File: config.mk
export PLATFORM = sky130hd
export DESIGN_NAME = uart_fifo
export DESIGN_NICKNAME = d
export VERILOG_FILES = /design/src/rtl/uart_fifo.sv
export SDC_FILE = /design/constraint.sdc
export NUM_CORES = 1
export LEC_CHECK = 0
export BUFFER_PORTS_ARGS = -buffer_cell sky130_fd_sc_hd__buf_2
export CAP_MARGIN = 20
export CORE_ASPECT_RATIO = 0.5
export CORE_UTILIZATION = 38
export DETAILED_ROUTE_END_ITERATION = 12
export PLACE_DENSITY = 0.64
export SETUP_SLACK_MARGIN = 0.3
export SYNTH_ARGS = -nofsm -noshare
export SYNTH_HDL_FRONTEND = slang
export SYNTH_SLANG_ARGS = --single-unit
File: constraint.sdc
create_clock -name clk -period 3.8 [get_ports clk]
set_input_delay 0.76 -clock clk [delete_from_list [all_inputs] [get_ports clk]]
set_output_delay 0.76 -clock clk [all_outputs]
set_load 0.1 [all_outputs]
File: src/rtl/uart_fifo.sv
// Bus-mapped UART with RX/TX FIFOs, runtime baud divisor, sticky error flags and a level irq.
// Registers: 0 data, 1 status, 2 control, 3 divisor.
//
// state    | meaning
// RX_IDLE  | line idle, watching for a falling edge
// RX_START | timing to the middle of the start bit
// RX_DATA  | sampling character bits, LSB first
// RX_STOP  | sampling the stop bit
// RX_BRK   | framing error, waiting for the line to return high
// TX_IDLE  | nothing to send, tx high
// TX_START | driving the start bit
// TX_DATA  | shifting character bits out, LSB first
// TX_STOP  | driving the stop bit
module uart_fifo #(
  parameter int CLK_DIV   = 434,
  parameter int RX_DEPTH  = 16,
  parameter int TX_DEPTH  = 16,
  parameter int DATA_BITS = 8
) (
  input  logic        clk,
  input  logic        reset_n,
  input  logic [1:0]  addr,
  input  logic        rw,
  input  logic        uds,
  input  logic        lds,
  input  logic [15:0] data_write,
  output logic [15:0] data_read,
  input  logic        rx,
  output logic        tx,
  output logic        rx_avail,
  output logic        tx_active,
  output logic        irq
);

  localparam int RXA = $clog2(RX_DEPTH);
  localparam int TXA = $clog2(TX_DEPTH);
  localparam logic [2:0] LAST_BIT = 3'(DATA_BITS - 1);

  typedef enum logic [2:0] {RX_IDLE, RX_START, RX_DATA, RX_STOP, RX_BRK} rx_state_e;
  typedef enum logic [1:0] {TX_IDLE, TX_START, TX_DATA, TX_STOP} tx_state_e;

  logic                 acc, bus_wr, rx_pop, rx_push, rx_push_req, rx_ovr_set, frame_err_set;
  logic                 tx_push, tx_pop, tx_ovr_set, flush, ctrl_wr, clr;
  logic                 rx_empty, rx_full, tx_empty, tx_full;
  logic [15:0]          div_q, div_eff, status;
  logic                 rx_ie_q, txe_ie_q, rx_ovr_q, frame_err_q, tx_ovr_q, irq_q;
  logic [DATA_BITS-1:0] rx_mem_q [RX_DEPTH];
  logic [DATA_BITS-1:0] tx_mem_q [TX_DEPTH];
  logic [RXA-1:0]       rx_wp_q, rx_rp_q;
  logic [TXA-1:0]       tx_wp_q, tx_rp_q;
  logic [RXA:0]         rx_cnt_q;
  logic [TXA:0]         tx_cnt_q;

  rx_state_e            rx_state_q, rx_state_d;
  logic [15:0]          rx_tmr_q, rx_tmr_d, rx_div_q, rx_div_d;
  logic [2:0]           rx_bit_q, rx_bit_d;
  logic [DATA_BITS-1:0] rx_shift_q, rx_shift_d;
  logic                 rx_s1_q, rx_s2_q, rx_prev_q;

  tx_state_e            tx_state_q, tx_state_d;
  logic [15:0]          tx_tmr_q, tx_tmr_d, tx_div_q, tx_div_d;
  logic [2:0]           tx_bit_q, tx_bit_d;
  logic [DATA_BITS-1:0] tx_shift_q, tx_shift_d;
  logic                 tx_q, tx_d, tx_act_q, tx_act_d;

  assign acc      = uds | lds;
  assign bus_wr   = acc & ~rw;
  assign ctrl_wr  = bus_wr & lds & (addr == 2'd2);
  assign clr      = ctrl_wr & data_write[2];
  assign flush    = ctrl_wr & data_write[3];
  assign div_eff  = (div_q < 16'd2) ? 16'd2 : div_q;

  assign rx_empty = (rx_cnt_q == '0);
  assign rx_full  = (rx_cnt_q == (RXA+1)'(RX_DEPTH));
  assign tx_empty = (tx_cnt_q == '0);
  assign tx_full  = (tx_cnt_q == (TXA+1)'(TX_DEPTH));

  // A pop on the same edge frees the slot, so a push into a full FIFO is not an overrun then.
  assign rx_pop     = acc & rw & (addr == 2'd0) & ~rx_empty;
  assign rx_push    = rx_push_req & (~rx_full | rx_pop);
  assign rx_ovr_set = rx_push_req & rx_full & ~rx_pop;
  assign tx_push    = bus_wr & lds & (addr == 2'd0) & ~tx_full;
  assign tx_ovr_set = bus_wr & lds & (addr == 2'd0) & tx_full;

  assign status = {8'(rx_cnt_q), tx_ovr_q, frame_err_q, rx_ovr_q, tx_act_q,
                   tx_empty, tx_full, rx_full, ~rx_empty};

  always_comb begin
    data_read = '0;
    if (acc) begin
      case (addr)
        2'd0:    if (!rx_empty) data_read[DATA_BITS-1:0] = rx_mem_q[rx_rp_q];
        2'd1:    data_read = status;
        2'd2:    data_read = {14'b0, txe_ie_q, rx_ie_q};
        default: data_read = div_q;
      endcase
    end
  end

  always_ff @(posedge clk) begin
    if (rx_push) rx_mem_q[rx_wp_q] <= rx_shift_q;
    if (tx_push) tx_mem_q[tx_wp_q] <= data_write[DATA_BITS-1:0];
  end

  always_ff @(posedge clk or negedge reset_n) begin
    if (!reset_n) begin
      rx_wp_q <= '0; rx_rp_q <= '0; rx_cnt_q <= '0;
      tx_wp_q <= '0; tx_rp_q <= '0; tx_cnt_q <= '0;
    end else if (flush) begin
      rx_wp_q <= '0; rx_rp_q <= '0; rx_cnt_q <= '0;
      tx_wp_q <= '0; tx_rp_q <= '0; tx_cnt_q <= '0;
    end else begin
      if (rx_push) rx_wp_q <= rx_wp_q + 1'b1;
      if (rx_pop)  rx_rp_q <= rx_rp_q + 1'b1;
      rx_cnt_q <= rx_cnt_q + (RXA+1)'(rx_push) - (RXA+1)'(rx_pop);
      if (tx_push) tx_wp_q <= tx_wp_q + 1'b1;
      if (tx_pop)  tx_rp_q <= tx_rp_q + 1'b1;
      tx_cnt_q <= tx_cnt_q + (TXA+1)'(tx_push) - (TXA+1)'(tx_pop);
    end
  end

  always_ff @(posedge clk or negedge reset_n) begin
    if (!reset_n) begin
      div_q       <= 16'(CLK_DIV);
      rx_ie_q     <= 1'b0;
      txe_ie_q    <= 1'b0;
      rx_ovr_q    <= 1'b0;
      frame_err_q <= 1'b0;
      tx_ovr_q    <= 1'b0;
      irq_q       <= 1'b0;
    end else begin
      if (bus_wr && addr == 2'd3) begin
        if (uds) div_q[15:8] <= data_write[15:8];
        if (lds) div_q[7:0]  <= data_write[7:0];
      end
      if (ctrl_wr) begin
        rx_ie_q  <= data_write[0];
        txe_ie_q <= data_write[1];
      end
      rx_ovr_q    <= (rx_ovr_q & ~clr) | rx_ovr_set;
      frame_err_q <= (frame_err_q & ~clr) | frame_err_set;
      tx_ovr_q    <= (tx_ovr_q & ~clr) | tx_ovr_set;
      irq_q       <= (rx_ie_q & ~rx_empty) | (txe_ie_q & tx_empty & ~tx_act_q)
                   | rx_ovr_q | frame_err_q;
    end
  end

  always_ff @(posedge clk or negedge reset_n) begin
    if (!reset_n) begin
      rx_s1_q <= 1'b1; rx_s2_q <= 1'b1; rx_prev_q <= 1'b1;
      rx_state_q <= RX_IDLE; rx_tmr_q <= '0; rx_div_q <= '0; rx_bit_q <= '0; rx_shift_q <= '0;
      tx_state_q <= TX_IDLE; tx_tmr_q <= '0; tx_div_q <= '0; tx_bit_q <= '0; tx_shift_q <= '0;
      tx_q <= 1'b1; tx_act_q <= 1'b0;
    end else begin
      rx_s1_q <= rx; rx_s2_q <= rx_s1_q; rx_prev_q <= rx_s2_q;
      rx_state_q <= rx_state_d; rx_tmr_q <= rx_tmr_d; rx_div_q <= rx_div_d;
      rx_bit_q <= rx_bit_d; rx_shift_q <= rx_shift_d;
      tx_state_q <= tx_state_d; tx_tmr_q <= tx_tmr_d; tx_div_q <= tx_div_d;
      tx_bit_q <= tx_bit_d; tx_shift_q <= tx_shift_d;
      tx_q <= tx_d; tx_act_q <= tx_act_d;
    end
  end

  always_comb begin
    rx_state_d    = rx_state_q;
    rx_tmr_d      = (rx_tmr_q == '0) ? rx_tmr_q : rx_tmr_q - 16'd1;
    rx_div_d      = rx_div_q;
    rx_bit_d      = rx_bit_q;
    rx_shift_d    = rx_shift_q;
    rx_push_req   = 1'b0;
    frame_err_set = 1'b0;
    case (rx_state_q)
      RX_IDLE: if (rx_prev_q && !rx_s2_q) begin
        rx_state_d = RX_START;
        rx_div_d   = div_eff;
        rx_tmr_d   = (div_eff >> 1) - 16'd1;
      end
      RX_START: if (rx_tmr_q == '0) begin
        rx_state_d = rx_s2_q ? RX_IDLE : RX_DATA;
        rx_tmr_d   = rx_div_q - 16'd1;
        rx_bit_d   = '0;
      end
      RX_DATA: if (rx_tmr_q == '0) begin
        rx_shift_d = {rx_s2_q, rx_shift_q[DATA_BITS-1:1]};
        rx_tmr_d   = rx_div_q - 16'd1;
        rx_bit_d   = rx_bit_q + 3'd1;
        if (rx_bit_q == LAST_BIT) rx_state_d = RX_STOP;
      end
      RX_STOP: if (rx_tmr_q == '0) begin
        rx_push_req   = rx_s2_q;
        frame_err_set = ~rx_s2_q;
        rx_state_d    = rx_s2_q ? RX_IDLE : RX_BRK;
      end
      RX_BRK:  if (rx_s2_q) rx_state_d = RX_IDLE;
      default: rx_state_d = RX_IDLE;
    endcase
  end

  always_comb begin
    tx_state_d = tx_state_q;
    tx_tmr_d   = (tx_tmr_q == '0) ? tx_tmr_q : tx_tmr_q - 16'd1;
    tx_div_d   = tx_div_q;
    tx_bit_d   = tx_bit_q;
    tx_shift_d = tx_shift_q;
    tx_d       = tx_q;
    tx_act_d   = tx_act_q;
    tx_pop     = 1'b0;
    // Reloading straight out of STOP keeps back-to-back frames gapless.
    if ((tx_state_q == TX_IDLE) || (tx_state_q == TX_STOP && tx_tmr_q == '0)) begin
      if (!tx_empty) begin
        tx_pop     = 1'b1;
        tx_state_d = TX_START;
        tx_div_d   = div_eff;
        tx_tmr_d   = div_eff - 16'd1;
        tx_shift_d = tx_mem_q[tx_rp_q];
        tx_d       = 1'b0;
        tx_act_d   = 1'b1;
      end else begin
        tx_state_d = TX_IDLE;
        tx_d       = 1'b1;
        tx_act_d   = 1'b0;
      end
    end else if (tx_tmr_q == '0) begin
      tx_tmr_d = tx_div_q - 16'd1;
      if (tx_state_q == TX_START) begin
        tx_state_d = TX_DATA;
        tx_bit_d   = '0;
        tx_d       = tx_shift_q[0];
      end else if (tx_bit_q == LAST_BIT) begin
        tx_state_d = TX_STOP;
        tx_d       = 1'b1;
      end else begin
        tx_bit_d   = tx_bit_q + 3'd1;
        tx_shift_d = tx_shift_q >> 1;
        tx_d       = tx_shift_q[1];
      end
    end
  end

  assign tx        = tx_q;
  assign tx_active = tx_act_q;
  assign rx_avail  = ~rx_empty;
  assign irq       = irq_q;

endmodule
==> impl_metrics.py <==
metrics = {
    "status": {
        "status": "finished clean",
    },
    "critical_path": {
        "path_class": "flip-flop to primary output",
        "critPathCaptureType": "primary output",
        "rrSetupSlack_ns": 0.53,
        "cp.required_ns": 3.04,
        "crit_arrival_ns": 2.70,
        "reg2reg_to": "rx_cnt_q[4]",
        "cp_max_fo": 7,
        "cp-start-kind": "flip-flop",
        "r2r-start": "rx_cnt_q[2]",
        "reg2reg_depth": 13,
    },
    "synthesis": {
        "yosysTopAreaCell": "edfxtp_1",
        "synth_area_per_cell_um2": 13.61,
        "synth_ff_type": "edfxtp_1",
        "ys_ff_latch": 400,
        "synth_top_family_by_area": "simple AND/OR/NAND/NOR gates",
        "synthAdderAreaFrac_pct": 2.514,
        "synth_edf_count": 256,
        "synth.net_count": 1420,
        "ys_seq_area_share_pct": 61.05,
        "synth_mux_area_share_pct": 11.35,
        "netlist_top_cells_count": "edfxtp_1, nand2_1, dfrtp_1, nor2_1, mux4_2",
        "synth_compound_area_share_pct": 6.481,
        "synthArstFlopShare_pct": 36.00,
        "yosysMostFrequentCell": "edfxtp_1",
        "ys_warn_count": 0,
        "synth_area_um2": 18510,
        "synth-simple-area-share_pct": 12.01,
        "synthCells": 1360,
        "ys_types": 77,
        "synth_top_area_share_pct": 41.52,
        "synth-xor-area-share_pct": 4.068,
        "synth_area_leaders": "edfxtp_1, dfrtp_1, mux4_2",
    },
    "floorplan": {
        "io_pins": 44,
        "fp.dieW_um": 314.2,
        "fp.dieArea_um2": 49660,
        "start_util_pct": 39.03,
        "core_area_um2": 47440,
        "num_rows": 56,
        "die_h_um": 158.1,
    },
    "final_layout": {
        "seq_area_um2": 11300,
        "final_layout_size_suffix_gt1_share_pct": 21.65,
        "n_fill_cell": 4211,
        "diodes": 0,
        "fin_nets": 1476,
        "multi_input_area_um2": 6804,
        "fin_area_um2": 21070,
        "synthToLayoutAreaGrowth_pct": 13.83,
    },
    "power": {
        "leakagePower_nw": 7.803,
        "powerDensity_nw_per_um2": 600.1,
        "peakVddDrop_v": 0.0003054,
    },
    "place": {
        "port_buffers": 43,
        "place_area_um2": 19630,
        "gp_congestion": 0.8442,
        "post-dp-hpwl_um": 27750,
    },
    "flow_run": {
        "drv_cap": 0,
    },
    "cts": {
        "clockBufferDepth": 3,
        "root_buffer": "clkbuf_16",
        "path_clk_slew_ns": 0.07,
        "postCtsHoldBufs": 0,
        "clk_latency_ns": 0.55,
        "cts_max_level": 2,
        "cts_tree": "done",
        "cts_buffers": 38,
        "clock-sinks": 400,
    },
    "global_routing": {
        "grt_pass1_vias": 10930,
        "grt_pass1_wl_um": 65040,
        "grt_max_degree": 65,
        "grt.overflow.total": 0,
        "grt_use_total_pct": 17.13,
        "antenna_found_initial": 0,
    },
    "timing": {
        "worst_slew_pin_slew_ns": 0.8448,
        "period_needed_ns": 3.464,
        "setup-tns-final_ns": 0,
        "grt_setup_unrepaired": "yes",
        "slew_violations": 0,
        "clock_skew_ns": 0.02473,
        "fin_crit_sh_pct": 91.15,
        "fmax_mhz": 288.7,
        "slew_headroom_pct": 43.16,
        "hold_violations": 0,
        "finalSetupViolCount": 0,
    },
    "routing": {
        "vias": 11060,
        "drc": 0,
        "drt_first_pass_iters": 4,
        "vias_per_cell": 5.307,
        "ant_nets": 0,
        "wl_um": 41710,
        "wl_per_cell_um": 20.01,
        "first_iter_violations": 850,
    },
    "min_path": {
        "hp-class": "input port to async pin",
    },
}
[where the power goes]
| group | switching [W] | internal (W) | total (W) |
|---|---|---|---|
| Sequential | 0.000542 | 0.00501 | 0.00556 |
| Clock | 0.00167 | 0.00237 | 0.00404 |
| Combinational | 0.00167 | 0.00138 | 0.00305 |
| Total | 0.00388 | 0.00876 | 0.0126 |
[per-stage QoR]
stage / setup WS, ns / utilization [%] / instances / hold slack (ns) / power [W]
after floorplan: 0.3507 / - / 1360 / 0.3452 / 0.007814
after global placement: 0.5795 / 41.39 / 2011 / 0.3455 / 0.008539
after detailed placement: 0.5070 / 41.39 / 2011 / 0.3468 / 0.008571
after CTS: 0.2649 / 44.25 / 2082 / 0.2262 / 0.01263
after global routing: 0.2745 / 44.43 / 2084 / 0.2603 / 0.01325
final: 0.3362 / 44.43 / 2084 / 0.2051 / 0.01265
[cell usage in the layout (no fill, tap or decap), types with 11 or more instances in the layout]
cell,synthesis,layout
mux2i_1,12,12
nand3_1,19,19
a31oi_1,12,11
xor2_1,33,33
or3_1,12,12
ha_1,34,34
and2_1,27,27
edfxtp_1,256,256
dfrtp_1,135,133
nor2_1,84,79
nor2b_1,17,17
mux4_2,72,72
buf_4,3,39
buf_2,17,34
clkbuf_16,0,40
inv_1,40,40
a21oi_1,46,42
nand2_1,142,142
o21ai_0,46,41
mux2_2,32,32
xnor2_1,53,53
nor3_1,35,35
a211oi_1,13,13
o22ai_1,13,13
[per-layer routing]
layer / track usage (%) / wire (um) / share of wire [%]
met5: 0 / 0 / 0
met3: 2.672 / 1884 / 4.5
met2: 27.59 / 19550 / 47
met4: 5.017 / 1033 / 2.5
met1: 24.03 / 19240 / 46
[cell families after synthesis]
group / Yosys count
muxes: 116
adders and majority gates: 36
buffers and inverters: 114
xor gates and xnor gates: 86
DFF: 400
AOI/OAI and AO/OA: 184
and+or+nand+nor: 424
[sequential cells by signal, indices dropped and copies added, names as in the netlist, 2 cells and up]
name and flops:
rx_state_q 3, rx_div_q 16, tx_state_q 2, rx_shift_q 8
rx_cnt_q 5, tx_tmr_q 16, rx_rp_q 4, div_q 16
tx_wp_q 4, tx_mem_q 128, tx_bit_q 3, tx_div_q 16
tx_rp_q 4, rx_mem_q 128, rx_tmr_q 16, tx_cnt_q 5
rx_wp_q 4, rx_bit_q 3, tx_shift_q 8
[worst max-delay path, cell delays in order (launching register included)]
cell       delay [ns]
dfrtp_2          0.38
buf_12           0.14
clkbuf_16        0.16
mux4_2           0.48
mux4_2           0.52
nand2_1          0.11
a21oi_2          0.09
buf_4            0.25
[timing repair]
action | in CTS | in global routing
setup endpoints to repair | 8 | 8
gates resized for setup | 12 | 11
buffers inserted | 1 | 1
gates cloned | 0 | 1
[worst max path at each step]
| stage | startpoint | end | slack, ns | cells after the start |
|---|---|---|---|---|
| 2_1_floorplan | tx_cnt_q[3] | tx_cnt_q[4] | 0.35 | 16 |
| 3_3_place_gp | rx_cnt_q[2] | rx_cnt_q[4] | 0.58 | 13 |
| 3_5_place_dp | rx_cnt_q[2] | rx_cnt_q[4] | 0.51 | 13 |
| 4_1_cts | rx_rp_q[0] | data_read[4] | 0.26 | 6 |
| 5_1_grt | rx_rp_q[0] | data_read[0] | 0.27 | 7 |
| 6_report | rx_rp_q[0] | data_read[5] | 0.34 | 7 |
[layout make-up]
type / instances / area share [%]
clock buffer: 45 / 4.738
clock inverter: 25 / 1.508
inverter: 42 / 0.7481
multi-input combinational: 846 / 32.29
sequential: 400 / 53.64
tap: 638 / 3.788
timing repair buffer: 88 / 3.289
(Power assumes the default switching activity.)
